--- src/rtl/wb_commit_pkg.sv ---
// Shared types and helpers for the write-back commit stage.
package wb_commit_pkg;

    localparam int XLEN  = 64;
    localparam int PID_W = 2;

    typedef logic [PID_W-1:0] pid_t;

    // One held write-back result.
    typedef struct packed {
        logic            we;
        logic [4:0]      addr;
        logic [XLEN-1:0] data;
        pid_t            pid;
    } wb_entry_t;

    // Program-order successor; wraps modulo 2^PID_W.
    function automatic pid_t pid_next(input pid_t pid);
        return pid + pid_t'(1);
    endfunction

endpackage

--- src/rtl/wb_commit_slot.sv ---
// One-entry holding slot for a single way: captures a result when free
// (or when its current occupant commits this cycle) and empties on commit,
// flush or reset.
module wb_commit_slot
    import wb_commit_pkg::*;
(
    input  logic      clk,
    input  logic      reset,
    input  logic      flush,
    input  logic      in_valid,
    input  wb_entry_t in_entry,
    input  logic      commit,
    output logic      ready,
    output logic      slot_v,
    output wb_entry_t slot
);

    logic capture;

    // A slot committing this cycle is free again at the edge.
    assign ready   = ~slot_v | commit;
    assign capture = in_valid & ready;

    // Occupancy: reset beats flush, flush drops the input, capture beats clear.
    // NOTE: sequential state uses non-blocking '<=' so every flop samples pre-edge values.
    always_ff @(posedge clk) begin
        if (reset) begin
            slot_v <= 1'b0;
        end else if (flush) begin
            slot_v <= 1'b0;
        end else if (capture) begin
            slot_v <= 1'b1;
        end else if (commit) begin
            slot_v <= 1'b0;
        end
    end

    // Payload register, loaded on every accepted capture.
    // NOTE: payload is deliberately not reset; slot_v alone says whether it means anything.
    always_ff @(posedge clk) begin
        if (!reset && !flush && capture) begin
            slot <= in_entry;
        end
    end

endmodule

--- src/rtl/wb_commit_unit.sv ---
// Write-back commit stage: retires way0/way1 results in pID program order,
// up to two per cycle, onto the two register-file write ports.
module wb_commit_unit
    import wb_commit_pkg::*;
(
    input  logic             clk,
    input  logic             reset,

    input  logic             way0_valid_i,
    output logic             way0_ready_o,
    input  logic             way0_rdWriteEnable_i,
    input  logic [4:0]       way0_rdAddr_i,
    input  logic [XLEN-1:0]  way0_rdData_i,
    input  logic [PID_W-1:0] way0_pID_i,

    input  logic             way1_valid_i,
    output logic             way1_ready_o,
    input  logic             way1_rdWriteEnable_i,
    input  logic [4:0]       way1_rdAddr_i,
    input  logic [XLEN-1:0]  way1_rdData_i,
    input  logic [PID_W-1:0] way1_pID_i,

    input  logic             flush_i,
    input  logic [PID_W-1:0] flushPID_i,

    output logic             rfWe0_o,
    output logic             rfWe1_o,
    output logic [4:0]       rfAddr0_o,
    output logic [4:0]       rfAddr1_o,
    output logic [XLEN-1:0]  rfData0_o,
    output logic [XLEN-1:0]  rfData1_o,
    output logic [1:0]       retireCnt_o,
    output logic             pidErr_o
);

    wb_entry_t in0, in1;
    wb_entry_t s0, s1;
    logic      s0_v, s1_v;
    logic      commit0, commit1;
    pid_t      exp_pid;

    logic       first0, first1, second0, second1;
    logic       p0_v, p1_v;
    wb_entry_t  p0, p1;
    logic       we0_n, we1_n;
    logic [1:0] cnt_n;
    logic       dup_pid;

    assign in0 = '{way0_rdWriteEnable_i, way0_rdAddr_i, way0_rdData_i, way0_pID_i};
    assign in1 = '{way1_rdWriteEnable_i, way1_rdAddr_i, way1_rdData_i, way1_pID_i};

    wb_commit_slot u_slot0 (
        .clk      (clk),
        .reset    (reset),
        .flush    (flush_i),
        .in_valid (way0_valid_i),
        .in_entry (in0),
        .commit   (commit0),
        .ready    (way0_ready_o),
        .slot_v   (s0_v),
        .slot     (s0)
    );

    wb_commit_slot u_slot1 (
        .clk      (clk),
        .reset    (reset),
        .flush    (flush_i),
        .in_valid (way1_valid_i),
        .in_entry (in1),
        .commit   (commit1),
        .ready    (way1_ready_o),
        .slot_v   (s1_v),
        .slot     (s1)
    );

    // Ordering decision and write-port mapping, from held slots only.
    // NOTE: combinational blocks use blocking '=' and assign every output a default first, so no latch is inferred.
    always_comb begin
        first0  = 1'b0;
        first1  = 1'b0;
        second0 = 1'b0;
        second1 = 1'b0;
        p0      = '0;
        p1      = '0;
        p0_v    = 1'b0;
        p1_v    = 1'b0;
        we0_n   = 1'b0;
        we1_n   = 1'b0;
        cnt_n   = 2'd0;

        // Way0 wins a duplicate pID; way1 then cannot match expPID+1.
        first0 = s0_v && (s0.pid == exp_pid);
        first1 = s1_v && (s1.pid == exp_pid) && !first0;
        second1 = first0 && s1_v && (s1.pid == pid_next(exp_pid));
        second0 = first1 && s0_v && (s0.pid == pid_next(exp_pid));

        p0_v = first0 | first1;
        p1_v = second0 | second1;
        if (first0) begin
            p0 = s0;
        end else if (first1) begin
            p0 = s1;
        end
        if (second1) begin
            p1 = s1;
        end else if (second0) begin
            p1 = s0;
        end

        we0_n = p0_v && p0.we && (p0.addr != 5'd0);
        we1_n = p1_v && p1.we && (p1.addr != 5'd0);
        // The younger result on port1 wins a same-register collision.
        if (we0_n && we1_n && (p0.addr == p1.addr)) begin
            we0_n = 1'b0;
        end

        cnt_n = {1'b0, p0_v} + {1'b0, p1_v};
    end

    assign commit0 = first0 | second0;
    assign commit1 = first1 | second1;
    assign dup_pid = s0_v && s1_v && (s0.pid == s1.pid);

    // Registered write ports and retire count; flush emits nothing.
    always_ff @(posedge clk) begin
        if (reset || flush_i) begin
            rfWe0_o     <= 1'b0;
            rfWe1_o     <= 1'b0;
            rfAddr0_o   <= '0;
            rfAddr1_o   <= '0;
            rfData0_o   <= '0;
            rfData1_o   <= '0;
            retireCnt_o <= 2'd0;
        end else begin
            rfWe0_o     <= we0_n;
            rfWe1_o     <= we1_n;
            rfAddr0_o   <= p0.addr;
            rfAddr1_o   <= p1.addr;
            rfData0_o   <= p0.data;
            rfData1_o   <= p1.data;
            retireCnt_o <= cnt_n;
        end
    end

    // Expected-pID counter: re-synced by flush, otherwise advanced by retires.
    always_ff @(posedge clk) begin
        if (reset) begin
            exp_pid <= '0;
        end else if (flush_i) begin
            exp_pid <= flushPID_i;
        end else begin
            exp_pid <= exp_pid + pid_t'(cnt_n);
        end
    end

    // Sticky duplicate-pID flag, cleared only by reset.
    always_ff @(posedge clk) begin
        if (reset) begin
            pidErr_o <= 1'b0;
        end else if (dup_pid) begin
            pidErr_o <= 1'b1;
        end
    end

endmodule

--- config.mk ---
export PLATFORM = sky130hd
export DESIGN_NAME = wb_commit_unit
export DESIGN_NICKNAME = d
export VERILOG_FILES = /design/src/rtl/wb_commit_pkg.sv /design/src/rtl/wb_commit_slot.sv /design/src/rtl/wb_commit_unit.sv
export SDC_FILE = /design/constraint.sdc
export NUM_CORES = 1
export LEC_CHECK = 0
export CORE_ASPECT_RATIO = 0.6
export CORE_MARGIN = 3
export CORE_UTILIZATION = 30
export DETAILED_ROUTE_END_ITERATION = 10
export SLEW_MARGIN = 10
export SYNTH_ARGS = -nofsm -noshare
export SYNTH_HDL_FRONTEND = slang
export SYNTH_SLANG_ARGS = --single-unit
--- constraint.sdc ---
create_clock -name clk -period 7.32 [get_ports clk]
set_clock_uncertainty 0.1 [all_clocks]
set_input_delay 1.464 -clock clk [delete_from_list [all_inputs] [get_ports clk]]
set_output_delay 1.464 -clock clk [all_outputs]
set_load 0.05 [all_outputs]
# After elaboration in Yosys (flattened, before gate mapping)
# Index checks and enable logic that the tools add are counted.
dict set report op_classes {
  n_shift 0
  n_eq_ne 6
  n_mul 0
  n_lt_le_gt_ge 0
  mux 9
  div 0
  n_reduce_logical 28
  n_addsub 3
  bitwise_logic 10
}
# operator count
set ops {}
lappend ops {{two-way mux 72 bit} 4}
lappend ops {{logical AND 1 bit} 18}
lappend ops {{== test 2 bit} 5}
lappend ops {{nonzero test 5 bit} 2}
lappend ops {{bitwise OR 1 bit} 6}
lappend ops {{== test 5 bit} 1}
lappend ops {{two-way mux 1 bit} 4}
lappend ops {{nonzero test 2 bit} 2}
lappend ops {{OR reduction 2 bit} 2}
lappend ops {{zero test 1 bit} 3}
lappend ops {{adder 1 x 1 -> 2 bit} 1}
lappend ops {{adder 2 x 1 -> 2 bit, second input constant} 1}
lappend ops {{adder 2 bit} 1}
lappend ops {{AND 1 bit} 2}
lappend ops {{two-way mux 2 bit} 1}
lappend ops {{inverter 1 bit} 2}
lappend ops {{logical OR 1 bit} 1}
dict set report totals {
  ram_bits 0
  romBits 0
  memories 0
  regBits 291
  out_inout_bits 145
  latchBits 0
  elab_cells 75
  in_bits 151
}

# Depth between registers and ports, before layout
# Gate-level depths: netlist (run 1).
dict set report logic_depth {
  ltp_word 13
  ltp_mapped 11
  depth_no_buf 10
}

# Modules after synthesis
# From an unflattened synthesis (run 1), not the netlist that was laid out.
dict set report unflattened {
  cells_unflattened 701
  area_unflattened_um2 9664.3
}
# mod instances seq_area_each_um2 area_each_um2 cells_each
set by_module_without_submodules {}
lappend by_module_without_submodules {wb_commit_unit 1 2902.8 5222.5 545}
lappend by_module_without_submodules {wb_commit_slot 2 2182.1 2220.9 78}

# Least setup slack after synthesis (run 1)
# Ideal clock, no wire load.
dict set report synth_timing {
  kind {flip-flop to flip-flop}
  startpoint {reg u_slot0.slot[1] in the netlist's numbering}
  endpoint {reg u_slot1.slot[0] in the netlist's numbering (enable)}
  required_ns 6.781
  stages_incl_launch_ff 7
  path_buffers 0
  period_less_slack_ns 4.003
  arrival_time_ns 3.464
  path_slack_ns 3.317
  setup_ns 0.439
  path_cell_list {edfxtp_1 -> xnor2_2 -> nand3_2 -> nor2_2 -> nor2_1 -> nand2_1 -> and3_1}
}
dict set report synth_via {
  elab_chain_cells 8
  elab_cells_between_ends 10
  cone_classes {eq/ne (1); bitwise (3); reduce/logical (6)}
}
# element line
set synth_lines {}
lappend synth_lines {{from (decl)} wb_commit_slot.sv:15} ;# output wb_entry_t slot
lappend synth_lines {{from (signal assigned)} wb_commit_slot.sv:42} ;# slot <= in_entry;
lappend synth_lines {{== test 2 bit *} wb_commit_unit.sv:92} ;# first0 = s0_v && (s0.pid == exp_pid);
lappend synth_lines {{logical AND 1 bit *} wb_commit_unit.sv:92}
lappend synth_lines {{zero test 1 bit / logical AND 1 bit (equally long branches)} {wb_commit_unit.sv:93, wb_commit_unit.sv:94}}
lappend synth_lines {{logical AND 1 bit, on equally long branches} {wb_commit_unit.sv:93, wb_commit_unit.sv:94}}
lappend synth_lines {{bitwise OR 1 bit *} wb_commit_unit.sv:121} ;# assign commit1 = first1 | second1;
lappend synth_lines {{bitwise OR 1 bit *} wb_commit_slot.sv:21} ;# assign ready = ~slot_v | commit;
lappend synth_lines {{named net way1_ready_o} wb_commit_unit.sv:17} ;# output logic way1_ready_o,
lappend synth_lines {{AND 1 bit *} wb_commit_slot.sv:22} ;# assign capture = in_valid & ready;
lappend synth_lines {{logical AND 1 bit *} wb_commit_slot.sv:41} ;# if (!reset && !flush && capture) begin
lappend synth_lines {{to (signal assigned)} wb_commit_slot.sv:42}
lappend synth_lines {{to (decl)} wb_commit_slot.sv:15}
# The timed path passes the listed nets; every way through them passes the cells marked *.
# A chain may end at the register's enable or synchronous reset.

# Worst setup path after layout (run 1)
dict set report layout_timing {
  startpoint {reg u_slot1.slot[1] in the netlist's numbering}
  endpoint {out way1_ready_o}
}
dict set report layout_via {
  elab_chain_cells 5
  elab_cells_between_ends 7
  cone_classes {eq/ne (2); bitwise (2); reduce/logical (3)}
}
# element line
set layout_lines {}
lappend layout_lines {{== test 2 bit} wb_commit_unit.sv:93} ;# first1 = s1_v && (s1.pid == exp_pid) && !first0;
lappend layout_lines {{logical AND 1 bit (2 in series)} wb_commit_unit.sv:93}
lappend layout_lines {{bitwise OR 1 bit *} wb_commit_unit.sv:121}
lappend layout_lines {{bitwise OR 1 bit *} wb_commit_slot.sv:21}
lappend layout_lines {{to (decl)} wb_commit_unit.sv:17}
# Mark *: on every way between the ends. The rest lies on a longest branch, timed or not.

==> out/metrics.yaml, run 1 <==
worst_setup_path:
  crit_buf_inv: 2
  path_max_fanout: 70
  path_class: "reg -> out"
  worst-r2r-cell-count: 8
  arrival_ps: 3550
  path_cells: "xnor2_1 > nand3_1 > nor2_4 > buf_4 > nor2_1 > nand2_1 > clkdlybuf4s50_1"
  required_ps: 5760
  cp-end-kind: "primary output"
  reg2reg_from: "u_slot1.slot[1]"
  critPathSlowestCell: "clkdlybuf4s50_1"
  r2r-end: "u_slot1.slot[37]"
  regToRegSetupSlack_ps: 3550
  critPathMaxStageDelay_ps: 810
  start_kind: "flip-flop"
  path_delay_family: "buffers and inverters"
die:
  die_area_mm2: 0.0344
  coreArea_mm2: 0.0314
  ioPinCount: 296
  rows: 50
  die_x_um: 237
  fp.dieH_um: 145
  start_util: 0.307
final_layout:
  synthToLayoutAreaGrowth_pct: 45.1
  drive_gt1_frac: 0.0674
  layout_common_cells: "295 x clkdlybuf4s50_1, 147 x nor2_1, 147 x dfxtp_1"
  final_common_cell: "clkdlybuf4s50_1"
  antenna_cells: 0
  nets: 1140
pwr:
  seqPwrFrac: 0.507
  powerDensity_mw_per_mm2: 248
  p_sw_frac: 0.208
  p_clk_frac: 0.443
  switchingPower_mw: 0.719
  ir_drop_mv: 0.152
  p_int_mw: 2.75
  p_total_mw: 3.46
  p_leak_nw: 4.58
  comb_power_share: 0.049
cts:
  cts_setup_buffers: 0
  clockBufferDepth: 3
  postCtsResizedCells: 0
  clk_pin_slew_ps: 70
  numCtsBuffers: 28
  cts.sinks: 291
  htree_levels: 1
  cts-root-buf: "clkbuf_16"
  tritoncts: "done"
  clock_latency_ps: 550
  hold_buffers: 0
synth:
  synth_edf_count: 144
  ys_ff_latch: 291
  syn_area_per_cell_um2: 13.7
  synth_nets: 856
  ys_types: 48
  synth_cells: 703
  synth-main-ff-cell: "dfxtp_1"
  netlist_area_mm2: 0.00963
  ys.warnings.count: 0
  synthArstFlopShare: 0
  yosysSeqAreaShare: 0.755
routing:
  antenna_left: 0
  via_per_inst: 4.74
  postRouteWirelength_um: 27500
  drc: 0
  drtIter0Drc: 419
  num_vias: 6749
  wl_per_cell_um: 19.3
  dr.pass1.iters: 4
global_route:
  grt_first_pass_wirelength_um: 40300
  antenna_found_initial: 0
  track_usage: 0.153
  grt_max_degree: 88
  grt_overflow_total: 0
  grt_pass1_vias: 6725
sta:
  clock.fmax_mhz: 196
  fin_crit_sh: 0.699
  grt_setup_unrepaired: "false"
  maxSlewViolCount: 0
  slew_headroom: 0.239
  finalSetupViolations: 0
  worst_slew_pin_slew_ps: 1140
  finalSetupTns_ps: 0
  period_minus_slack_ps: 5110
  hold_violations: 0
hold_path:
  hold_end: "pidErr_o"
  min_from: "pidErr_o"
  worstHoldPathCells: 2
  min_path_type: "reg -> reg"
status:
  status: "complete, no violations"
job:
  cap_violations: 0
place:
  hpwl_um: 16800
  place.gp.congestion: 0.749
  place.port_buffers: 295
==> cell type report <==
cell class	count	area, um^2
clock buffer	37	838
inverter	1	3.75
sequential	291	7270
timing repair buffer	302	3010
tap	416	520
fill	2834	17400
multi-input combinational	363	2180
clock inverter	15	156
==> Yosys cell counts, types with 2 or more instances <==
cell type / instances / share of area
nor2_1: 147 / 0.057
dfxtp_1: 147 / 0.31
mux2_4: 2 / 0.0031
clkbuf_1: 35 / 0.014
o21ai_0: 4 / 0.0021
xnor2_1: 7 / 0.0064
nand2_1: 10 / 0.0039
a21boi_1: 2 / 0.0016
mux2i_1: 2 / 0.0021
a21oi_1: 6 / 0.0031
and2_1: 3 / 0.0019
buf_4: 2 / 0.0016
a22oi_1: 136 / 0.11
buf_2: 8 / 0.0042
edfxtp_1: 144 / 0.45
a21o_1: 2 / 0.0016
o22ai_1: 3 / 0.0019
or4_1: 2 / 0.0016
ha_1: 2 / 0.0026
nand3b_1: 4 / 0.0031
nor2_2: 2 / 0.0013
a31oi_1: 2 / 0.0013
and3_1: 6 / 0.0039
==> cell families after synthesis <==
family          count (synthesis)  synth area share
compound gates                167             0.128
xor+xnor                        9           0.00897
fa+ha+maj                       2           0.00260
buf+inv                        49            0.0218
flops                         291             0.755
mux                             4           0.00520
simple gates                  181            0.0784
==> power by group through the flow <==
stage	clock, mW	combinational, mW	sequential (mW)
floorplan	0	0.0512	1.80
global placement	0	0.173	1.79
detailed placement	0	0.173	1.79
CTS	1.59	0.174	1.76
global route	1.65	0.184	1.76
finish	1.54	0.171	1.76
==> registers in the layout, indices dropped and copies added, names as in the netlist <==
| name | count |
|---|---|
| exp_pid | 2 |
| pidErr_o | 1 |
| retireCnt_o | 2 |
| rfAddr0_o | 5 |
| rfAddr1_o | 5 |
| rfData0_o | 64 |
| rfData1_o | 64 |
| rfWe0_o | 1 |
| rfWe1_o | 1 |
| u_slot0.slot | 72 |
| u_slot0.slot_v | 1 |
| u_slot1.slot | 72 |
| u_slot1.slot_v | 1 |
==> through the flow <==
| step | instances | hold slack (ps) | util | instance area (um^2) | setup slack, ps |
|---|---|---|---|---|---|
| after CTS | 1425 | 416 | 0.445 | 14000 | 2110 |
| after global placement | 1373 | 393 | 0.413 | 13000 | 2770 |
| after floorplan | 703 | 385 | - | 9630 | 3320 |
| final | 1425 | 408 | 0.445 | 14000 | 2210 |
| after detailed placement | 1373 | 395 | 0.413 | 13000 | 2730 |
| after global routing | 1425 | 437 | 0.445 | 14000 | 1930 |
==> worst reg2reg max path, stage by stage, from the launching register on <==
cell and delay [ps]:
edfxtp_1 420, xnor2_1 290, nand3_1 310, nor2_4 150, buf_4 730, nor2_1 160, nand2_1 140, and3_4 180
buf_4 800
==> worst max path at each step <==
stage / startpoint / depth (start not counted) / endpoint / slack (ps)
final: u_slot1.slot[1] / 7 / way1_ready_o / 2210
after global routing: u_slot1.slot[1] / 7 / way1_ready_o / 1930
after CTS: u_slot1.slot[1] / 7 / way1_ready_o / 2110
after detailed placement: u_slot1.slot[1] / 7 / way1_ready_o / 2730
after global placement: u_slot1.slot[1] / 7 / way1_ready_o / 2770
after floorplan: u_slot0.slot[1] / 6 / u_slot1.slot[0] / 3320
==> layer usage <==
layer | up-vias | track usage | part of all wire
met5 | - | 0 | 0
met3 | 34 | 0.0536 | 0.088
met1 | 3289 | 0.203 | 0.44
met4 | 0 | 0.0304 | 0.017
li1 | 3151 | - | -
met2 | 275 | 0.246 | 0.46
Note: power is estimated with default switching activity, not from simulation.
==> run 2, diff against run 1 <==
Clock period 7.32 ns to 4.3 ns, I/O delays scaled along.
==> run 2 against run 1 <==
Effect of this change: combinational power increased by 74%; flip-flop and latch count unchanged; routed wire length is 0.55% higher; first-iteration DRC count is 1.2% lower; sequential power rose by 70%; critical path type unchanged; final cell count did not move; count of clock-buffer cells in the layout is 2 higher; largest cell class unchanged; register-to-register slack worse by 2200 ps.
==> out/metrics.yaml, run 2 (synthesis results as in run 1) <==
status:
  status: "complete, no violations"
global_route:
  grt_max_degree: 76
  grt_overflow_total: 0
  grt_pass1_vias: 6916
  grt_first_pass_wirelength_um: 41200
  antenna_found_initial: 0
  track_usage: 0.156
cts:
  cts_setup_buffers: 0
  clockBufferDepth: 3
  htree_levels: 1
  clock_latency_ps: 550
  cts-root-buf: "clkbuf_16"
  hold_buffers: 0
  postCtsResizedCells: 0
  tritoncts: "done"
  numCtsBuffers: 28
  cts.sinks: 291
  clk_pin_slew_ps: 60
routing:
  routed.top_layer: "met4"
  wl_met3_um: 2210
  drc: 0
  via_per_inst: 4.78
  dr.pass1.iters: 4
  wl_met1_um: 12100
  wl_met2_um: 12800
  wl_per_cell_um: 19.4
  antenna_left: 0
  postRouteWirelength_um: 27600
  num_vias: 6814
  drtIter0Drc: 414
die:
  fp.dieH_um: 145
  start_util: 0.307
  ioPinCount: 296
  die_area_mm2: 0.0344
  die_x_um: 237
  coreArea_mm2: 0.0314
  rows: 50
place:
  place.port_buffers: 295
  dpl_cell_area_mm2: 0.0130
  place.gp.congestion: 0.753
  hpwl_um: 17800
sta:
  maxSlewViolCount: 0
  period_minus_slack_ps: 3740
  hold_violations: 0
  finalSetupTns_ps: 0
  grt_setup_unrepaired: "false"
  whs_ps: 400
  clock.fmax_mhz: 267
  slew_headroom: 0.319
  finalSetupViolations: 0
  fin_crit_sh: 0.871
  worst_slew_pin_slew_ps: 1020
final_layout:
  stdcell_area_mm2: 0.0140
  nets: 1141
  drive_gt1_frac: 0.0674
  synthToLayoutAreaGrowth_pct: 45.3
  layout_common_cells: "295 x clkdlybuf4s50_1, 147 x nor2_1, 147 x dfxtp_1"
  antenna_cells: 0
  reg_top3: "u_slot0.slot x72, u_slot1.slot x72"
  utilization: 0.446
  final_common_cell: "clkdlybuf4s50_1"
pwr:
  powerDensity_mw_per_mm2: 412
  p_total_mw: 5.77
  p_leak_nw: 4.56
  ir_drop_mv: 0.218
worst_setup_path:
  arrival_ps: 2780
  start_kind: "flip-flop"
  required_ps: 3340
  path_max_fanout: 9
  cp-end-kind: "primary output"
  path_class: "reg -> out"
hold_path:
  min_path_type: "reg -> reg"
job:
  cap_violations: 0
==> run 2: cell type report <==
cell class                 count  area (um^2)
clock buffer                  39          846
fill                        2845        17400
tap                          416          520
multi-input combinational    363         2180
inverter                       1         3.75
sequential                   291         7270
clock inverter                12          103
timing repair buffer         303         3080
==> run 2: per-layer routing <==
metal	up-vias	GRT usage
met4	0	0.0323
li1	3158	-
met3	39	0.0496
met1	3372	0.205
met2	245	0.256
met5	-	0
==> run 2: worst max-delay path, stage by stage, from the launching register on <==
cell and delay (ps):
edfxtp_1 440, xnor2_2 390, nand3_2 280, nor2_4 160
nor2_1 50, nand2_1 100, clkdlybuf4s50_1 810
==> run 2: path summary, 6_finish.rpt <==
check	startpoint	endpoint	slack, ps	depth (start not counted)
max	u_slot0.slot[1]	way1_ready_o	560	6
min	pidErr_o	pidErr_o	400	2
max reg2reg	u_slot0.slot[1]	rfWe0_o	1360	7
min reg2reg	pidErr_o	pidErr_o	400	2
==> run 2: power breakdown <==
| group | switching (mW) | internal, mW | total (mW) |
|---|---|---|---|
| combinational | 0.136 | 0.163 | 0.298 |
| clock | 1.05 | 1.44 | 2.48 |
| sequential | 0.0286 | 2.96 | 2.99 |
==> run 2: stage by stage <==
stage | setup slack, ps | cells
floorplan | 297 | 703
global route | 385 | 1425
CTS | 511 | 1425
global placement | 1150 | 1374
detailed placement | 1120 | 1374
finish | 556 | 1425
==> run 3, diff against run 2 <==
Clock period 4.3 ns to 4.26 ns, I/O delays scaled along.
==> run 3 against run 2 <==
Effect of this change: register-to-register slack worse by 50 ps; sequential power hardly changed; power grew 2.0%; flip-flop and latch count stayed put; via count barely moved; critical path depth is the same; combinational power is 2% higher; hold slack gained 14 ps; clock power rose by 3%; largest cell class unchanged.
==> out/metrics.yaml, run 3 (synthesis results as in run 1) <==
routing:
  drc: 0
  dr.pass1.iters: 5
  num_vias: 6817
  wl_per_cell_um: 19.9
  drtIter0Drc: 501
  postRouteWirelength_um: 28400
  via_per_inst: 4.78
  antenna_left: 0
status:
  status: "complete, no violations"
worst_setup_path:
  r2r-end: "rfWe0_o"
  reg2reg_from: "u_slot0.slot[1]"
  arrival_ps: 2830
  worst-r2r-cell-count: 7
  cp-end-kind: "primary output"
  required_ps: 3310
  regToRegSetupSlack_ps: 1310
  path_max_fanout: 9
  critical_path.endpoint: "way1_ready_o"
  path_class: "reg -> out"
  cp-startpoint: "u_slot0.slot[1]"
  start_kind: "flip-flop"
die:
  start_util: 0.307
  die_x_um: 237
  fp.dieH_um: 145
  die_area_mm2: 0.0344
  rows: 50
  ioPinCount: 296
  coreArea_mm2: 0.0314
cts:
  hold_buffers: 0
  numCtsBuffers: 28
  cts_setup_buffers: 0
  clockBufferDepth: 3
  clk_pin_slew_ps: 60
  tritoncts: "done"
  cts.sinks: 291
  clock_latency_ps: 540
  postCtsResizedCells: 0
  htree_levels: 1
  cts-root-buf: "clkbuf_16"
pwr:
  powerDensity_mw_per_mm2: 420
  ir_drop_mv: 0.296
  p_leak_nw: 4.58
place:
  place.gp.congestion: 0.769
  place.port_buffers: 295
  hpwl_um: 18100
final_layout:
  drive_gt1_frac: 0.0613
  layout_common_cells: "295 x clkdlybuf4s50_1, 147 x nor2_1, 147 x dfxtp_1"
  synthToLayoutAreaGrowth_pct: 45.5
  nets: 1142
  reg_top3: "u_slot0.slot x72, u_slot1.slot x72"
  fill_cells: 2863
  final_common_cell: "clkdlybuf4s50_1"
  antenna_cells: 0
sta:
  hold_violations: 0
  clock.fmax_mhz: 265
  finalSetupTns_ps: 0
  fin_crit_sh: 0.887
  period_minus_slack_ps: 3780
  maxSlewViolCount: 0
  finalSetupViolations: 0
  worst_slew_pin_slew_ps: 1030
  slew_headroom: 0.314
  whs_ps: 414
  grt_setup_unrepaired: "false"
global_route:
  antenna_found_initial: 0
  grt_pass1_vias: 6803
  track_usage: 0.156
  grt_first_pass_wirelength_um: 41000
  grt_overflow_total: 0
  grt_max_degree: 76
hold_path:
  min_path_type: "reg -> reg"
job:
  cap_violations: 0
run 3: cell types whose count changed in the layout (fill, tap and decap cells not counted):
cell,delta
clkbuf_1,+9
clkinvlp_4,-6
bufinv_16,+2
clkinv_2,-2
buf_4,+1
clkbuf_16,-1
clkbuf_8,-1
clkinv_1,-1
inv_6,+1
run 3: area by class of cell:
cell class / instances / area (um^2) / area share
Clock buffer: 46 / 841 / 0.0600
Inverter: 1 / 3.75 / 0.000268
Multi-Input combinational cell: 363 / 2180 / 0.156
Clock inverter: 6 / 113 / 0.00804
Sequential cell: 291 / 7270 / 0.519
Tap cell: 416 / 520 / 0.0372
Timing Repair Buffer: 304 / 3080 / 0.220
run 3: routing by layer:
metal	wire length (um)	global-route usage	up-vias
met3	2390	0.0481	45
met4	676	0.0377	0
met5	0	0	-
met2	13000	0.251	266
li1	-	-	3166
met1	12300	0.209	3340
run 3: how the worst min path moves through the flow:
stage,from,to,slack (ps),cells after the start
global placement,u_slot1.slot[49],rfData1_o[47],390,2
global route,u_slot1.slot[18],rfData1_o[16],430,2
finish,u_slot1.slot[63],rfData0_o[61],410,2
CTS,u_slot1.slot[18],rfData1_o[16],420,2
detailed placement,u_slot1.slot[14],rfData1_o[12],400,2
floorplan,u_slot1.slot[2],rfData0_o[0],390,2
run 3: worst max-delay path, stage by stage (launching register included):
cell and delay, ps:
edfxtp_1 440, xnor2_2 410, nand3_2 300, nor2_4 170, nor2_1 60, nand2_1 100, clkdlybuf4s50_1 810
run 3: report_power, final:
group	internal, mW	leakage, nW	switching (mW)	total [mW]
Combinational	0.165	1.61	0.139	0.304
Clock	1.53	0.462	1.03	2.56
Sequential	2.99	2.50	0.0294	3.02
Total	4.69	4.58	1.20	5.88
run 3: stage by stage:
step / cell area [um^2] / instances / power (mW) / utilization / setup slack, ps
after floorplan: 9630 / 703 / 3.18 / - / 257
final: 14000 / 1427 / 5.88 / 0.446 / 479
after global placement: 13100 / 1375 / 3.38 / 0.416 / 1100
after global routing: 14000 / 1427 / 6.10 / 0.446 / 288
after detailed placement: 13100 / 1375 / 3.39 / 0.416 / 1040
after CTS: 14000 / 1427 / 5.98 / 0.446 / 435
